--- config.mk ---
export PLATFORM = sky130hd
export DESIGN_NAME = rom_access_arbiter_flat
export DESIGN_NICKNAME = d
export VERILOG_FILES = /design/src/rtl/rom_access_arbiter_if.sv /design/src/rtl/rom_access_arbiter.sv /design/src/flat_wrapper.sv
export SDC_FILE = /design/constraint.sdc
export NUM_CORES = 1
export LEC_CHECK = 0
export CORE_ASPECT_RATIO = 0.75
export CORE_MARGIN = 1.5
export CORE_UTILIZATION = 21
export CTS_CLUSTER_SIZE = 24
export DETAILED_ROUTE_END_ITERATION = 10
export PLACE_DENSITY_LB_ADDON = 0.25
export REMOVE_ABC_BUFFERS = 1
export SYNTH_ARGS = -nofsm -noshare
export SYNTH_HDL_FRONTEND = slang
export SYNTH_SLANG_ARGS = --single-unit
--- constraint.sdc ---
create_clock -name clk -period 2.45 [get_ports clk]
set_clock_uncertainty 0.15 [all_clocks]
set_input_delay 0.49 -clock clk [delete_from_list [all_inputs] [get_ports clk]]
set_output_delay 0.49 -clock clk [all_outputs]
set_load 0.02 [all_outputs]
--- src/rtl/rom_access_arbiter_if.sv ---
// Request/response bundle between the CPU core, the ROM arbiter and the ROM.
// The slave side is the arbiter; the master side is the core plus ROM model.
interface rom_access_arbiter_if #(
  parameter int ADDR_W = 14
);
  logic              i_req_valid;
  logic              i_req_ready;
  logic [ADDR_W-1:0] i_req_addr;
  logic              i_resp_valid;
  logic [31:0]       i_resp_data;
  logic              i_resp_err;

  logic              d_req_valid;
  logic              d_req_ready;
  logic [ADDR_W-1:0] d_req_addr;
  logic              d_resp_valid;
  logic [31:0]       d_resp_data;
  logic              d_resp_err;

  logic [ADDR_W-1:0] rom_address;
  logic [31:0]       rom_data;

  modport slave (
    input  i_req_valid, i_req_addr, d_req_valid, d_req_addr, rom_data,
    output i_req_ready, i_resp_valid, i_resp_data, i_resp_err,
    output d_req_ready, d_resp_valid, d_resp_data, d_resp_err,
    output rom_address
  );

  modport master (
    output i_req_valid, i_req_addr, d_req_valid, d_req_addr, rom_data,
    input  i_req_ready, i_resp_valid, i_resp_data, i_resp_err,
    input  d_req_ready, d_resp_valid, d_resp_data, d_resp_err,
    input  rom_address
  );
endinterface

--- src/rtl/rom_access_arbiter.sv ---
// Shares one synchronous-read ROM between instruction fetch (I) and data loads (D).
// One grant per cycle; the response comes back exactly one cycle later, tagged to its port.
module rom_access_arbiter #(
  parameter int ADDR_W    = 14,
  parameter bit DATA_PRIO = 1'b0
) (
  input logic                 clk,
  input logic                 reset,
  rom_access_arbiter_if.slave bus
);
  logic              grant_i;
  logic              grant_d;
  logic              accept_i;
  logic              accept_d;
  logic [ADDR_W-1:0] granted_addr;
  logic              i_inflight_reg;
  logic              d_inflight_reg;
  logic              err_reg;
  logic              last_grant_d_reg;

  // On a conflict, round-robin favours whichever port did not win last time.
  always_comb begin
    grant_i = 1'b0;
    grant_d = 1'b0;
    if (bus.i_req_valid && bus.d_req_valid) begin
      if (DATA_PRIO || !last_grant_d_reg) begin
        grant_d = 1'b1;
      end else begin
        grant_i = 1'b1;
      end
    end else begin
      grant_i = bus.i_req_valid;
      grant_d = bus.d_req_valid;
    end
  end

  assign accept_i = grant_i & ~reset;
  assign accept_d = grant_d & ~reset;

  always_comb begin
    granted_addr = '0;
    if (accept_i) begin
      granted_addr = bus.i_req_addr;
    end else if (accept_d) begin
      granted_addr = bus.d_req_addr;
    end
  end

  assign bus.i_req_ready = accept_i;
  assign bus.d_req_ready = accept_d;
  assign bus.rom_address = granted_addr;

  always_ff @(posedge clk or posedge reset) begin
    if (reset) begin
      i_inflight_reg   <= 1'b0;
      d_inflight_reg   <= 1'b0;
      err_reg          <= 1'b0;
      last_grant_d_reg <= 1'b1;
    end else begin
      i_inflight_reg <= accept_i;
      d_inflight_reg <= accept_d;
      if (accept_i || accept_d) begin
        err_reg          <= (granted_addr[1:0] != 2'b00);
        last_grant_d_reg <= accept_d;
      end
    end
  end

  // The ROM already read the word-truncated address; misaligned data is simply masked.
  assign bus.i_resp_valid = i_inflight_reg;
  assign bus.i_resp_err   = i_inflight_reg & err_reg;
  assign bus.i_resp_data  = (i_inflight_reg && !err_reg) ? bus.rom_data : 32'h0;

  assign bus.d_resp_valid = d_inflight_reg;
  assign bus.d_resp_err   = d_inflight_reg & err_reg;
  assign bus.d_resp_data  = (d_inflight_reg && !err_reg) ? bus.rom_data : 32'h0;
endmodule

--- src/flat_wrapper.sv ---
// flat-port wrapper written by rule: the top's interface ports become plain ports
module rom_access_arbiter_flat 
#(
  parameter int ADDR_W    = 14,
  parameter bit DATA_PRIO = 1'b0
)
  (clk, reset, bus_i_req_valid, bus_i_req_addr, bus_d_req_valid, bus_d_req_addr, bus_rom_data, bus_i_req_ready, bus_i_resp_valid, bus_i_resp_data, bus_i_resp_err, bus_d_req_ready, bus_d_resp_valid, bus_d_resp_data, bus_d_resp_err, bus_rom_address);
  rom_access_arbiter_if #(.ADDR_W(ADDR_W)) bus_i ();
  input logic clk;
  input logic reset;
  input wire logic [$bits(bus_i.i_req_valid)-1:0] bus_i_req_valid;
  input wire logic [$bits(bus_i.i_req_addr)-1:0] bus_i_req_addr;
  input wire logic [$bits(bus_i.d_req_valid)-1:0] bus_d_req_valid;
  input wire logic [$bits(bus_i.d_req_addr)-1:0] bus_d_req_addr;
  input wire logic [$bits(bus_i.rom_data)-1:0] bus_rom_data;
  output wire logic [$bits(bus_i.i_req_ready)-1:0] bus_i_req_ready;
  output wire logic [$bits(bus_i.i_resp_valid)-1:0] bus_i_resp_valid;
  output wire logic [$bits(bus_i.i_resp_data)-1:0] bus_i_resp_data;
  output wire logic [$bits(bus_i.i_resp_err)-1:0] bus_i_resp_err;
  output wire logic [$bits(bus_i.d_req_ready)-1:0] bus_d_req_ready;
  output wire logic [$bits(bus_i.d_resp_valid)-1:0] bus_d_resp_valid;
  output wire logic [$bits(bus_i.d_resp_data)-1:0] bus_d_resp_data;
  output wire logic [$bits(bus_i.d_resp_err)-1:0] bus_d_resp_err;
  output wire logic [$bits(bus_i.rom_address)-1:0] bus_rom_address;
  assign bus_i.i_req_valid = bus_i_req_valid;
  assign bus_i.i_req_addr = bus_i_req_addr;
  assign bus_i.d_req_valid = bus_d_req_valid;
  assign bus_i.d_req_addr = bus_d_req_addr;
  assign bus_i.rom_data = bus_rom_data;
  assign bus_i_req_ready = bus_i.i_req_ready;
  assign bus_i_resp_valid = bus_i.i_resp_valid;
  assign bus_i_resp_data = bus_i.i_resp_data;
  assign bus_i_resp_err = bus_i.i_resp_err;
  assign bus_d_req_ready = bus_i.d_req_ready;
  assign bus_d_resp_valid = bus_i.d_resp_valid;
  assign bus_d_resp_data = bus_i.d_resp_data;
  assign bus_d_resp_err = bus_i.d_resp_err;
  assign bus_rom_address = bus_i.rom_address;
  rom_access_arbiter #(.ADDR_W(ADDR_W), .DATA_PRIO(DATA_PRIO)) u_core (.clk(clk), .reset(reset), .bus(bus_i));
endmodule
==> flow_metrics.tcl <==
set metrics [dict create \
    run_status "complete, no violations" \
    place_congestion 0.787 \
    worstPathRequired_ps 1810 \
    cp-end-kind "primary output" \
    rr_worst_depth 5 \
    clkSinkCount 4 \
    hold_depth 2 \
    p_leak_uw 0.00197 \
    synth_cell_type_count 20 \
    holdCritPathClass "register to register" \
    grt_max_degree 33 \
    drive_above_1_share 0.152 \
    combPwrFrac 0.625 \
    whs_endpoint "u_core.last_grant_d_reg$_DFFE_PP1P_" \
    track_usage 0.186 \
    grt_pass1_vias 1226 \
    coreArea_um2 3400 \
    relSlewSlack 0.821 \
    r2r_start "u_core.last_grant_d_reg$_DFFE_PP1P_" \
    cts_made_buffers 3 \
    io_buffers 147 \
    setup_ws_ps 66.8 \
    power.share.clock 0.239 \
    cts_tree "built" \
    vdd.ir_drop.worst_v 0.000386 \
    hold_viol 0 \
    layout_common_cells "clkdlybuf4s50_1 (75), and2_1 (66), dlymetal6s2s_1 (54)" \
    clk_path_buf_depth 2 \
    start_kind "register" \
    ys_seq_area_frac 0.130 \
    yosysTopAreaCell "and2_1" \
    ys_warn_count 0 \
    die_y_um 55.7 \
    final_common_cell "clkdlybuf4s50_1" \
    synthCells 107 \
    whs_ps 346 \
    crit_fanout 29 \
    routed_wl_mm 4.39 \
    clock_latency_ps 220 \
    root_buffer "clkbuf_8" \
    cts_hold_buffers 0 \
    switching_share 0.345 \
    tightest_slew_ps 268 \
    final_nets 328 \
    dieWidth_um 73.2 \
    crit_buf_inv 2 \
    worstPathCellList "nor2b_2, buf_12, and2_1, clkdlybuf4s50_1" \
    wl_per_cell_um 14.0 \
    ant_nets 0 \
    synth_area_per_cell_um2 7.26 \
    p_int_uw 415 \
    p_per_area_nw_per_um2 251 \
    period_share 0.973 \
    grt_pass1_wl_mm 5.98 \
    cap_violations 0 \
    synth_area_leaders "and2_1 (53%), a22o_1 (14%), dfrtp_1 (9.7%)" \
    fin_crit_ps 2380 \
    num_rows 18 \
    min_from "u_core.last_grant_d_reg$_DFFE_PP1P_" \
    place_ws_ps -485 \
    vias 1349 \
    synth_top_area_share 0.531 \
    antenna_found_initial 0 \
    ys_ff_latch 4 \
    power_frac_seq 0.136 \
    start_util 0.228 \
    drt_iter0_drc 58 \
    drc_errors 0 \
    crit_slowest_cell "clkdlybuf4s50_1" \
    critPathTopFamily "buffers and inverters" \
    rsz0062_at_grt "yes" \
    nFillCells 270 \
    dieArea_um2 4080 \
    setup_violations 0 \
    critPathArrivalTime_ps 1740 \
    fmax_ghz 0.420 \
    drtPass1Iterations 4 \
    r2r_slack_ps 960 \
    rr_endpoint "u_core.err_reg$_DFFE_PP0P_" \
    io_pins 148 \
    diodes 0 \
    clk_pin_slew_ps 30 \
    gr-total-overflow 0 \
    slew_violations 0 \
    worstSetupPathType "register to primary output" \
    area_growth_pct 225 \
    viasPerCell 4.31 \
    cts_max_level 1 \
    slowest_delay_ps 600 \
    syn-cell-area_um2 777 \
    power.switching_uw 219 \
    dpl.hpwl_mm 3.36 \
]
## worst reg2reg max path, delay by kind of cell (launching register included)
kind	cells	cell delay, ps
and+or+nand+nor	1	120
AOI/OAI and AO/OA	2	300
DFF	1	540
buffers and inverters	2	290
## synth_stat cells, drive strengths merged
cell and count:
inv 1, dfstp 1, a32oi 2, nand2b 2, or2 1, dfrtp 3
a22o 12, nand2 1, a21boi 1, nor2b 3, clkbuf 6, o21ai 1
buf 2, nor2 2, a41oi 1, and2 67, a21oi 1
## power by group through the flow
stage,clock (uW),combinational [uW],sequential [uW]
after floorplan,0,152,86.5
after global placement,0,404,85.3
after detailed placement,0,407,85.9
after CTS,154,400,85.8
after global routing,160,423,87.0
final,151,396,86.1
## per-stage QoR
step                 util  cell area, um2  instances  TNS, ps  total power (uW)
floorplan               -             736         99        0               238
global placement    0.693            2360        306    -6510               490
detailed placement  0.693            2360        306    -6790               493
CTS                 0.700            2380        311        0               640
global route        0.742            2520        313    -25.0               670
finish              0.742            2520        313        0               634
## per-layer routing
metal  vias up  GRT usage  routed length [um]
met5         -          0                   0
met4         0     0.0323                  14
met3         2     0.0616                 465
met2        84      0.369                2380
met1       594      0.185                1520
li1        669          -                   -
## cell type report
type / count / area, um2 / share of cell area
inverters: 1 / 3.75 / 0.00149
flip-flops and latches: 4 / 101 / 0.0402
well taps: 50 / 62.6 / 0.0248
repair buffers: 159 / 1650 / 0.654
clock buffers: 4 / 45.0 / 0.0178
multi-input cells: 95 / 659 / 0.261
## worst max path at each step
stage / start / to / slack [ps] / cells after the start
after global placement: bus_i_req_valid / bus_rom_address[9] / -440 / 5
after global routing: bus_d_req_valid / bus_rom_address[6] / -10 / 5
after detailed placement: bus_i_req_valid / bus_rom_address[9] / -480 / 5
after floorplan: u_core.bus.d_resp_valid$_DFF_PP0_ / bus_d_resp_data[0] / 270 / 2
after CTS: bus_d_req_valid / bus_rom_address[1] / 10 / 6
final: u_core.err_reg$_DFFE_PP0P_ / bus_i_resp_data[10] / 70 / 4
## logic make-up (layout without fill, tap and decap cells)
logic type | count (synthesis) | after routing | synth area share
and+or+nand+nor | 76 | 77 | 0.615
DFF | 4 | 4 | 0.130
AOI/OAI and AO/OA | 18 | 18 | 0.196
buffers and inverters | 9 | 164 | 0.0580
## timing repair
action | 4_1_cts | 5_1_grt
hold endpoints to repair | 0 | 0
endpoints found under the setup margin | 46 | 55
gates cloned | 0 | 2
pin swaps | 1 | 1
resized for setup | 61 | 63
setup buffers | 1 | 0
Power figures use the tool's default switching activity.
